==> config.mk <==
export PLATFORM = sky130hd
export DESIGN_NAME = iq_symbol_feeder
export DESIGN_NICKNAME = d
export VERILOG_FILES = /design/src/rtl/iq_tx_pkg.sv /design/src/rtl/iq_bit_buffer.sv /design/src/rtl/iq_symbol_feeder.sv
export SDC_FILE = /design/constraint.sdc
export NUM_CORES = 1
export LEC_CHECK = 0
export ABC_AREA = 1
export BUFFER_PORTS_ARGS = -buffer_cell sky130_fd_sc_hd__buf_2
export CORE_MARGIN = 2
export CORE_UTILIZATION = 50
export DETAILED_ROUTE_END_ITERATION = 12
export PLACE_DENSITY_LB_ADDON = 0.25
export SLEW_MARGIN = 20
export SYNTH_ARGS = -nofsm -noshare
export SYNTH_HDL_FRONTEND = slang
export SYNTH_SLANG_ARGS = --single-unit
==> constraint.sdc <==
create_clock -name clk -period 2.7 [get_ports clk]
set_input_delay 0.135 -clock clk [delete_from_list [all_inputs] [get_ports clk]]
set_output_delay 0.135 -clock clk [all_outputs]
set_load 0.05 [all_outputs]
==> src/rtl/iq_tx_pkg.sv <==
// Package: iq_tx_pkg
// Shared types and helpers for the I/Q symbol feeder.
//  - mode_e           : modulation mode (IQ8, QPSK, BPSK, CW)
//  - sym_state_e      : symbol FSM states
//  - fetch_state_e    : FIFO fetch engine states
//  - amp_a()          : full-scale amplitude 2^(w-1)-1 for a w-bit two's complement sample
//  - bits_per_symbol(): buffered bits consumed per symbol for a mode
package iq_tx_pkg;

  typedef enum logic [1:0] {
    MODE_IQ8  = 2'd0,
    MODE_QPSK = 2'd1,
    MODE_BPSK = 2'd2,
    MODE_CW   = 2'd3
  } mode_e;

  typedef enum logic [1:0] {
    S_IDLE  = 2'd0,
    S_PRIME = 2'd1,
    S_RUN   = 2'd2
  } sym_state_e;

  typedef enum logic [1:0] {
    F_IDLE = 2'd0,
    F_REQ  = 2'd1,
    F_CAP  = 2'd2
  } fetch_state_e;

  function automatic int unsigned amp_a(input int unsigned w);
    return (32'd1 << (w - 32'd1)) - 32'd1;
  endfunction

  function automatic logic [7:0] bits_per_symbol(input mode_e m, input int unsigned w);
    case (m)
      MODE_IQ8:  return 8'(2 * w);
      MODE_QPSK: return 8'd2;
      MODE_BPSK: return 8'd1;
      MODE_CW:   return 8'd0;
      default:   return 8'd0;
    endcase
  endfunction

endpackage

==> src/rtl/iq_bit_buffer.sv <==
// Module: iq_bit_buffer
// 2*DATA_W-bit MSB-first bit buffer with its own FIFO fetch engine.
// Valid bits sit left-justified in bits[2*DATA_W-1 -: bit_cnt]; everything below is zero.
// Ports:
//  clk, rst     clock, asynchronous active-high reset
//  flush        synchronous clear of buffer and fetch engine (in-flight data dropped)
//  fetch_en     fetching allowed (feeder active, mode needs data)
//  consume      shift out consume_k bits this cycle
//  consume_k    bits per symbol
//  fifo_q       FIFO data, valid the cycle after fifo_rd
//  fifo_empty   FIFO empty flag
//  fifo_rd      registered one-cycle read request
//  bits         buffer contents (MSB = next bit)
//  bit_cnt      number of valid buffered bits
module iq_bit_buffer
  import iq_tx_pkg::*;
#(
  parameter int DATA_W = 8,
  localparam int BUF_W = 2 * DATA_W,
  localparam int CNT_W = $clog2(BUF_W + 1)
) (
  input  logic              clk,
  input  logic              rst,
  input  logic              flush,
  input  logic              fetch_en,
  input  logic              consume,
  input  logic [CNT_W-1:0]  consume_k,
  input  logic [DATA_W-1:0] fifo_q,
  input  logic              fifo_empty,
  output logic              fifo_rd,
  output logic [BUF_W-1:0]  bits,
  output logic [CNT_W-1:0]  bit_cnt
);

  fetch_state_e      fstate_r;
  logic [BUF_W-1:0]  buf_r;
  logic [CNT_W-1:0]  bit_cnt_r;
  logic              fifo_rd_r;

  logic [BUF_W-1:0]  shifted_s;
  logic [BUF_W-1:0]  append_s;
  logic [BUF_W-1:0]  buf_next_s;
  logic [CNT_W-1:0]  cnt_after_s;
  logic [CNT_W-1:0]  cnt_next_s;

  assign fifo_rd = fifo_rd_r;
  assign bits    = buf_r;
  assign bit_cnt = bit_cnt_r;

  // Next buffer value: consume first, then append the captured word just below the remaining bits.
  always_comb begin
    shifted_s   = buf_r;
    cnt_after_s = bit_cnt_r;
    append_s    = {BUF_W{1'b0}};
    cnt_next_s  = bit_cnt_r;
    if (consume) begin
      shifted_s   = buf_r << consume_k;
      cnt_after_s = bit_cnt_r - consume_k;
    end else begin
      shifted_s   = buf_r;
      cnt_after_s = bit_cnt_r;
    end
    // A fetch only starts with bit_cnt <= DATA_W, so the appended word always fits.
    if (fstate_r == F_CAP) begin
      append_s   = {fifo_q, {DATA_W{1'b0}}} >> cnt_after_s;
      cnt_next_s = cnt_after_s + CNT_W'(DATA_W);
    end else begin
      append_s   = {BUF_W{1'b0}};
      cnt_next_s = cnt_after_s;
    end
    buf_next_s = shifted_s | append_s;
  end

  // Buffer state and fetch FSM; at most one read outstanding, never reads an empty FIFO.
  always_ff @(posedge clk or posedge rst) begin
    if (rst) begin
      buf_r     <= {BUF_W{1'b0}};
      bit_cnt_r <= {CNT_W{1'b0}};
      fstate_r  <= F_IDLE;
      fifo_rd_r <= 1'b0;
    end else if (flush) begin
      buf_r     <= {BUF_W{1'b0}};
      bit_cnt_r <= {CNT_W{1'b0}};
      fstate_r  <= F_IDLE;
      fifo_rd_r <= 1'b0;
    end else begin
      buf_r     <= buf_next_s;
      bit_cnt_r <= cnt_next_s;
      case (fstate_r)
        F_IDLE: begin
          if (fetch_en && !fifo_empty && (bit_cnt_r <= CNT_W'(DATA_W))) begin
            fstate_r  <= F_REQ;
            fifo_rd_r <= 1'b1;
          end else begin
            fstate_r  <= F_IDLE;
            fifo_rd_r <= 1'b0;
          end
        end
        F_REQ: begin
          fstate_r  <= F_CAP;
          fifo_rd_r <= 1'b0;
        end
        F_CAP: begin
          fstate_r  <= F_IDLE;
          fifo_rd_r <= 1'b0;
        end
        default: begin
          fstate_r  <= F_IDLE;
          fifo_rd_r <= 1'b0;
        end
      endcase
    end
  end

endmodule

==> src/rtl/iq_symbol_feeder.sv <==
// Module: iq_symbol_feeder
// Drains the sample FIFO, unpacks bytes into I/Q symbols for the selected modulation and
// presents them to iq_mod at a programmable symbol rate.
// Ports:
//  clk, rst    system clock, asynchronous active-high reset
//  en          run enable; low = idle, buffer flushed, outputs zero
//  mode        modulation mode, latched on en rising edge
//  rate_div    symbol period = rate_div+1 clocks, sampled at every reload
//  fifo_q      FIFO read data; fifo_empty FIFO empty flag; fifo_rd read request pulse
//  i_mul/q_mul symbol outputs; sym_stb new-symbol pulse; underrun starved-boundary pulse
//  running     high in RUN state
module iq_symbol_feeder
  import iq_tx_pkg::*;
#(
  parameter int DATA_W = 8,
  parameter int RATE_W = 16
) (
  input  logic              clk,
  input  logic              rst,
  input  logic              en,
  input  logic [1:0]        mode,
  input  logic [RATE_W-1:0] rate_div,
  input  logic [DATA_W-1:0] fifo_q,
  input  logic              fifo_empty,
  output logic              fifo_rd,
  output logic [DATA_W-1:0] i_mul,
  output logic [DATA_W-1:0] q_mul,
  output logic              sym_stb,
  output logic              underrun,
  output logic              running
);

  localparam int BUF_W = 2 * DATA_W;
  localparam int CNT_W = $clog2(BUF_W + 1);
  localparam logic [DATA_W-1:0] AMP     = DATA_W'(amp_a(DATA_W));
  localparam logic [DATA_W-1:0] NEG_AMP = -AMP;
  localparam logic [DATA_W-1:0] ZERO    = {DATA_W{1'b0}};
  localparam logic [RATE_W-1:0] PER_ONE = {{(RATE_W-1){1'b0}}, 1'b1};

  sym_state_e        state_r;
  mode_e             mode_r;
  logic              en_d_r;
  logic [RATE_W-1:0] per_cnt_r;
  logic [DATA_W-1:0] i_mul_r;
  logic [DATA_W-1:0] q_mul_r;
  logic              sym_stb_r;
  logic              underrun_r;
  logic              running_r;

  logic [BUF_W-1:0]  bits_s;
  logic [CNT_W-1:0]  bit_cnt_s;
  logic [CNT_W-1:0]  k_s;
  logic              have_bits_s;
  logic              boundary_s;
  logic              consume_s;
  logic              flush_s;
  logic              fetch_en_s;
  logic [DATA_W-1:0] sym_i_s;
  logic [DATA_W-1:0] sym_q_s;

  assign i_mul    = i_mul_r;
  assign q_mul    = q_mul_r;
  assign sym_stb  = sym_stb_r;
  assign underrun = underrun_r;
  assign running  = running_r;

  assign k_s         = CNT_W'(bits_per_symbol(mode_r, DATA_W));
  assign have_bits_s = (bit_cnt_s >= k_s);
  assign boundary_s  = (state_r == S_RUN) && (per_cnt_r == {RATE_W{1'b0}});
  assign consume_s   = en && boundary_s && have_bits_s;
  // The buffer is held empty whenever the feeder is (or is about to be) idle.
  assign flush_s     = !en || (state_r == S_IDLE);
  assign fetch_en_s  = (state_r != S_IDLE) && (mode_r != MODE_CW);

  iq_bit_buffer #(.DATA_W(DATA_W)) u_buf (
    .clk        (clk),
    .rst        (rst),
    .flush      (flush_s),
    .fetch_en   (fetch_en_s),
    .consume    (consume_s),
    .consume_k  (k_s),
    .fifo_q     (fifo_q),
    .fifo_empty (fifo_empty),
    .fifo_rd    (fifo_rd),
    .bits       (bits_s),
    .bit_cnt    (bit_cnt_s)
  );

  // Map the leading buffered bits to an I/Q symbol: bit 0 -> +A, bit 1 -> -A.
  always_comb begin
    sym_i_s = ZERO;
    sym_q_s = ZERO;
    case (mode_r)
      MODE_IQ8: begin
        sym_i_s = bits_s[BUF_W-1 -: DATA_W];
        sym_q_s = bits_s[DATA_W-1:0];
      end
      MODE_QPSK: begin
        sym_i_s = bits_s[BUF_W-1] ? NEG_AMP : AMP;
        sym_q_s = bits_s[BUF_W-2] ? NEG_AMP : AMP;
      end
      MODE_BPSK: begin
        sym_i_s = bits_s[BUF_W-1] ? NEG_AMP : AMP;
        sym_q_s = ZERO;
      end
      MODE_CW: begin
        sym_i_s = AMP;
        sym_q_s = ZERO;
      end
      default: begin
        sym_i_s = ZERO;
        sym_q_s = ZERO;
      end
    endcase
  end

  // Symbol FSM, period counter and registered outputs.
  always_ff @(posedge clk or posedge rst) begin
    if (rst) begin
      state_r    <= S_IDLE;
      mode_r     <= MODE_IQ8;
      en_d_r     <= 1'b0;
      per_cnt_r  <= {RATE_W{1'b0}};
      i_mul_r    <= ZERO;
      q_mul_r    <= ZERO;
      sym_stb_r  <= 1'b0;
      underrun_r <= 1'b0;
      running_r  <= 1'b0;
    end else begin
      en_d_r     <= en;
      sym_stb_r  <= 1'b0;
      underrun_r <= 1'b0;
      if (!en) begin
        state_r   <= S_IDLE;
        per_cnt_r <= {RATE_W{1'b0}};
        i_mul_r   <= ZERO;
        q_mul_r   <= ZERO;
        running_r <= 1'b0;
      end else begin
        case (state_r)
          S_IDLE: begin
            i_mul_r <= ZERO;
            q_mul_r <= ZERO;
            if (!en_d_r) begin
              mode_r    <= mode_e'(mode);
              per_cnt_r <= {RATE_W{1'b0}};
              if (mode_e'(mode) == MODE_CW) begin
                state_r   <= S_RUN;
                running_r <= 1'b1;
              end else begin
                state_r   <= S_PRIME;
                running_r <= 1'b0;
              end
            end else begin
              state_r   <= S_IDLE;
              running_r <= 1'b0;
            end
          end
          S_PRIME: begin
            // Counter at zero makes the very next cycle the first boundary.
            if (have_bits_s) begin
              state_r   <= S_RUN;
              running_r <= 1'b1;
              per_cnt_r <= {RATE_W{1'b0}};
            end else begin
              state_r   <= S_PRIME;
              running_r <= 1'b0;
            end
          end
          S_RUN: begin
            running_r <= 1'b1;
            if (per_cnt_r == {RATE_W{1'b0}}) begin
              per_cnt_r <= rate_div;
              if (have_bits_s) begin
                i_mul_r   <= sym_i_s;
                q_mul_r   <= sym_q_s;
                sym_stb_r <= 1'b1;
              end else begin
                i_mul_r    <= ZERO;
                q_mul_r    <= ZERO;
                underrun_r <= 1'b1;
              end
            end else begin
              per_cnt_r <= per_cnt_r - PER_ONE;
            end
          end
          default: begin
            state_r   <= S_IDLE;
            running_r <= 1'b0;
            i_mul_r   <= ZERO;
            q_mul_r   <= ZERO;
          end
        endcase
      end
    end
  end

endmodule
# Yosys cells after proc, flatten, opt, wreduce, memory -nomap -nowiden
# Cells that the tools add are included.
# W data, S select, Z words.
# classes
n_addsub	3
n_lt_le_gt_ge	2
n_eq_ne	15
n_shift	2
muxes	47
n_bitwise	2
n_reduce_logical	19
# op_table
operator	n
$mux W16	7
$mux W8	8
$pmux W16 S3	1
$pmux W8 S3	2
$pmux W8 S2	2
$pmux W5 S4	1
$logic_not A16 Y1	1
$or A16 B16 Y16	1
$shl A16 B5 Y16	1
$shr A16 B5 Y16	1
$sub A16 B1 Y16 const B	1
$mux W1	15
$mux W5	3
$eq A2 B2 Y1 const B	5
$mux W2	5
$eq A2 B1 Y1 const B	3
$logic_and A1 B1 Y1	6
$logic_not A2 Y1	3
$ne A2 B2 Y1 const B	3
$ne A3 B3 Y1 const B	2
$pmux W2 S3	1
$reduce_and A3 Y1	2
$add A5 B4 Y5 const B	1
$ge A5 B5 Y1	1
12 further kinds	14
# word_totals
ff_bits	64
in_bits	30
out_inout_bits	20
word_cells	103

# Logic depth before layout (Yosys ltp)
# depth
word_depth	9
ltp_mapped	21
depth_no_buf	19

# Cells and area by module
# From an unflattened synthesis, not the netlist that was laid out.
# hier_totals
hier_cells	746
hier_area_um2	4934.7
# modules_own_cells
mod	instances	cells_each	area_per_inst_um2	seq_area_each_um2
iq_symbol_feeder	1	359	2687.6	1001.0
iq_bit_buffer	1	387	2247.2	575.6

# Least setup slack after synthesis
# Ideal clock, no wire load.
# synth_timing
path_kind	flip-flop to flip-flop
from	register mode_r[0]
to	register u_buf.buf_r[2], in the netlist u_buf.bits[2]
setup_time_ns	0.136
arrival_time_ns	2.600
required_time_ns	2.564
path_slack_ns	-0.036
path_stages_with_launch	20
n_path_buf	3
synth_period_minus_slack_ns	2.736
path_cell_list	dfrtp_1 inv_1 ha_1 inv_1 clkbuf_1 ha_1 nand2_1 nand2_1 nor2_2 nand3_4 nand3_4 buf_8 nand2_1 nand2_2 buf_6 nand3_1 nand3_1 nand3_1 nand2_1 a21oi_1
# synth_via
elab_chain_len	9
elab_cells_between_ends	15
classes_between	add/sub: 1; order compare: 1; eq/ne: 3; shift: 2; mux: 5; bitwise: 1; reduce/logical: 2
# synth_lines
element	line	rtl
from (decl)	iq_symbol_feeder.sv:41	mode_e mode_r;
from (signal assigned)	iq_symbol_feeder.sv:145	mode_r <= mode_e'(mode);
$eq A2 B2 Y1, or another cell as far along	iq_tx_pkg.sv:34	case (m)
$pmux W5 S4 *	iq_tx_pkg.sv:34	
$ge A5 B5 Y1	iq_symbol_feeder.sv:68	assign have_bits_s = (bit_cnt_s >= k_s);
$logic_and A1 B1 Y1	iq_symbol_feeder.sv:70	assign consume_s = en && boundary_s && have_bits_s;
$mux W5	iq_bit_buffer.sv:56	if (consume) begin
$shr A16 B5 Y16	iq_bit_buffer.sv:65	append_s = {fifo_q, {DATA_W{1'b0}}} >> cnt_after_s;
$mux W16	iq_bit_buffer.sv:64	if (fstate_r == F_CAP) begin
$or A16 B16 Y16 *	iq_bit_buffer.sv:71	buf_next_s = shifted_s | append_s;
$mux W16 *	iq_bit_buffer.sv:81	end else if (flush) begin
to (signal assigned)	iq_bit_buffer.sv:77	buf_r <= {BUF_W{1'b0}};
to (signal assigned)	iq_bit_buffer.sv:82	buf_r <= {BUF_W{1'b0}};
to (signal assigned)	iq_bit_buffer.sv:87	buf_r <= buf_next_s;
to (decl)	iq_bit_buffer.sv:36	logic [BUF_W-1:0] buf_r;
# Every way passes the cells marked *; elsewhere a longest branch is shown, timed or not. The select of a mux whose other input is x is not followed.
# A chain may end at the register's enable or synchronous reset.

# Worst setup path after layout
# layout_timing
from	register mode_r[1]
to	register u_buf.buf_r[7], in the netlist u_buf.bits[7]
# Same word-level chain as after synthesis.

==> results <==
- The leakage component of the power is 0.00247 µW.
- The cell with the largest stage delay on the worst path is sky130_fd_sc_hd__dfrtp_1.
- The CTS tree is done.
- The setup-violating endpoint count in the final report is 0.
- The die is 96.5 µm tall.
- The final critical-path required period is 2.66 ns.
- The cell sitting at the root of the clock tree is a sky130_fd_sc_hd__clkbuf_8.
- Yosys mapped a number of flops with a built-in enable equal to 0.
- The count of vias placed by the detailed router is 4338.
- The layout has 681 filler cells.
- Of the total power, registers draw 0.211.
- The floorplan die area is 9320 µm².
- The number of max-capacitance violations reported is 0.
- Data on the critical path arrives at its endpoint at 2.84 ns.
- The via count of the first global-routing pass is 3991.
- During placement, the flow inserted port buffers numbering 49.
- The clock power share is 0.167.
- For this run the aggregate overflow at the end of global routing stands at 0.
- The most frequent cell on the critical path is sky130_fd_sc_hd__nand3_2.
- The die outline width is 96.5 µm.
- The synthesized area divided by synthesized cell count is 7.43 µm².
- The clock drives 63 sinks.
- The starting utilization of the core area is 0.518.
- The most frequent cell after synthesis is sky130_fd_sc_hd__nand2_1.
- The worst register-to-register path begins at mode_r[1]$_DFFE_PP0P_.
- Excluding fillers, the count of instances in the completed layout stands at 760.
- The combinational share of power is 0.623.
- The number of antenna violations at the first check in global routing is 0.
- At the worst endpoint, the required time is 2.89 ns.
- After synthesis the netlist holds a flip-flop and latch count of 63.
- The number of antenna diodes in the final layout is 0.
- For this run, design rule violations remaining after detail routing come to 0.
- At the end of the flow, the number of nets in the layout was 691.
- The total internal power is 2840 µW.
- The count of endpoints failing hold in the final timing report is 0.
- The core region is 8260 µm².
- The register cell area after layout is 1580 µm².
- The delay of the slowest critical-path stage is 0.40 ns.
- On the critical path the largest part of the delay comes from simple AND/OR/NAND/NOR gates.
- The switching power is 2910 µW.
- The number of nets handed over by synthesis was 617.
- In the finished design, the share of the clock period the worst path needs comes to 0.983.
- Traced cell by cell, the critical path runs through inv_2 > ha_4 > inv_4 > ha_4 > inv_2 > nor2_2 > nand3b_1 > nand3_4 > nand3_4 > buf_12 > o21ai_4 > nand3_2 > nand3_2 > nand3_2 > nand2_2 > a21oi_2.
- The path class of the lowest-slack min-delay path is in2async.
- Adding up every negative setup slack in the final design gives 0 ns.
- After synthesis, the most frequently instantiated cells are 132 x sky130_fd_sc_hd__nand2_1, 63 x sky130_fd_sc_hd__dfrtp_1, 58 x sky130_fd_sc_hd__o21ai_0, 57 x sky130_fd_sc_hd__nand3_1, 49 x sky130_fd_sc_hd__inv_1.
- Of the total power, the share spent switching nets is 0.506.
- The number of warnings issued by yosys is 0.
- Counting along the longest clock path gives a buffer depth of 2.
- The total power density per cell area is 1060 nW/µm².
- Sorting the synthesized cells by area gives the leading types as sky130_fd_sc_hd__dfrtp_1 37%, sky130_fd_sc_hd__nand2_1 12%, sky130_fd_sc_hd__o21ai_0 6.8%.
- The placed wire-length estimate is 8350 µm.
- The number of buffer and inverter instances along the worst setup path is 4.
- The number of pins exceeding their max-slew limit in the final report is 0.
- Measured on the finished design, the core utilization comes to 0.655.
- Synthesis instantiated 43 different standard cells from the library.
- The violation count after the first detailed-route iteration is 336.
- The number of levels the H-tree was split into is 3.
- After detailed routing, the number of vias per cell comes to 5.71.
- In the final routed layout, each cell accounts on average for 15.8 µm.
- The commonest register cell after synthesis is sky130_fd_sc_hd__dfrtp_1.
- Of the post-synthesis cell area, the dominant cell type holds 0.368.
- The clock-pin transition on the worst setup and hold timing paths is 0.07 ns.
- Of all cell types, the one taking the most synthesized area is sky130_fd_sc_hd__dfrtp_1.
- For this run, asynchronously set or reset flops after synthesis account for 1.00.
- The achievable frequency is 0.377 GHz.
- The flow ran to the end, and the final reports show no timing, DRC or antenna violations.
- The largest net degree at the start of global routing is 64.
- The clock arrives with 0.0100 ns of skew.
- STA classifies the critical path startpoint as a flop.
- The synthesized instance count is 576.
- The sequential cell area fraction in the yosys report is 0.368.
- For the pin with the worst max-slew slack, the measured transition is 0.907 ns.
- The largest vdd supply drop is 0.714 mV.
- After detailed routing, the total wire length is 12000 µm.
- The I/O pin count is 50.
- The mapped netlist covers 4280 µm².
- The number of cell rows is 33.
- The total area of multi-input combinational cells is 2730 µm².
- The count of placed standard cells including taps is 731.
- The relative slew slack is 0.394.
- The residual antenna-violating net count after detailed routing is 0.
- The fraction of layout instances using a drive strength above 1 is 0.298.
- The first-pass GRT wire length is 18400 µm.
- The clock buffer count from CTS is 9.
- The area added between synthesis and finish is 26.4%.
- The congestion estimate from routability-driven global placement came to 0.927.
- The later-pin clock latency in the skew report is 0.35 ns.
- The worst setup path is captured at a flop.
- The peak fanout along the critical path is 6.
- Before antenna repair, the detailed router went through 5 iterations.
- The class of the most critical setup path is reg2reg.
- Setup repair after global routing could not meet its margin everywhere.
- The all-layer global routing usage is 0.256.
- The launch point of the worst path is mode_r[1]$_DFFE_PP0P_.
path summary, 6_finish.rpt:
| kind | endpoint | slack, ns | depth (start not counted) |
|---|---|---|---|
| worst max register to register | u_buf.bits[7]$_DFF_PP0_ | 0.04 | 16 |
| max in group asynchronous | u_buf.bit_cnt[3]$_DFF_PP0_ | 2.16 | 3 |
| min in group clk | per_cnt_r[1]$_DFFE_PP0P_ | 0.03 | 3 |
| worst max-delay path | u_buf.bits[7]$_DFF_PP0_ | 0.04 | 16 |
| worst min-delay path | i_mul[2]$_DFFE_PP0P_ | 0.02 | 3 |
| worst min register to register | u_buf.fstate_r[1]$_DFF_PP0_ | 0.46 | 1 |
tightest hold or removal path: cells and delay by family:
family	cells	cell delay, ns
buf+inv	3	0.75
per-layer routing:
metal  up-vias  global-route usage  wire, µm  share of wire
met2       145               0.428      5920           0.49
met1      2046               0.327      5160           0.43
li1       2122                   -         -              -
met5         -                   0         0              0
met4         0               0.108       281          0.023
met3        25              0.0419       622          0.052
flip-flops by register name, summed over array words and instances (netlist names):
| signal | flops |
|---|---|
| mode_r | 2 |
| underrun | 1 |
| sym_stb | 1 |
| u_buf.fstate_r | 2 |
| i_mul | 8 |
| u_buf.bit_cnt | 5 |
| u_buf.bits | 16 |
| en_d_r | 1 |
| state_r | 2 |
| running | 1 |
| per_cnt_r | 16 |
| q_mul | 8 |
area by class of cell:
type                            instances  share of cell area
Clock buffer                           10              0.0254
Clock inverter                          6              0.0171
Inverter                               59              0.0437
Multi-Input combinational cell        439               0.505
Sequential cell                        63               0.291
Tap cell                              105              0.0243
Timing Repair Buffer                   78              0.0934
power by group through the flow:
stage               Sequential [µW]  Combinational (µW)  Clock, µW
global route                   1230                3960       1020
global placement               1210                3120          0
finish                         1210                3580        957
detailed placement             1220                3190          0
CTS                            1200                3260        969
floorplan                      1280                2420          0
stage by stage:
step / hold WS (ns) / area (µm²) / worst slack (ns) / total power (µW)
after floorplan: 0.166 / 4280 / 0.00930 / 3700
after global placement: 0.308 / 4700 / 0.0587 / 4330
after detailed placement: 0.314 / 4700 / -0.0162 / 4410
after CTS: 0.000682 / 4980 / 0.0233 / 5430
after global routing: 0.0221 / 5410 / -0.0821 / 6210
final: 0.0170 / 5410 / 0.0450 / 5750
layout by cell type, fill, tap and decap left out, drive strengths merged, types with 2 or more instances in the layout:
cell / Yosys / routed
ha: 10 / 10
dlygate4sd3: 0 / 3
o21ai: 62 / 63
o211ai: 5 / 5
nor4: 2 / 2
a21oi: 28 / 28
o2111ai: 4 / 4
nand2: 143 / 143
xor2: 9 / 9
buf: 7 / 75
dfrtp: 63 / 63
bufinv: 0 / 2
a31oi: 3 / 3
o22ai: 4 / 4
clkbuf: 11 / 10
a22oi: 16 / 16
nor3: 8 / 8
a32oi: 3 / 3
nand3b: 2 / 2
nand3: 63 / 64
o31ai: 10 / 10
inv: 59 / 60
nor2: 52 / 53
nand4: 4 / 4
o311ai: 2 / 2
clkinvlp: 0 / 2
what timing repair did:
action                     CTS  global route
gates resized for setup      3            82
pin swaps                    0            25
hold buffers                 2             1
setup endpoints to repair    6            29
hold endpoints to repair     2             1
setup buffers                1             6
cloned                       1             2
kinds of logic after synthesis:
family,count (synthesis),synth area share
flops,63,0.368
fa+ha+maj,11,0.0339
simple gates,274,0.301
compound gates,141,0.200
buf+inv,77,0.0760
xor+xnor,10,0.0205
No activity file was read; power rests on OpenSTA's default activity.
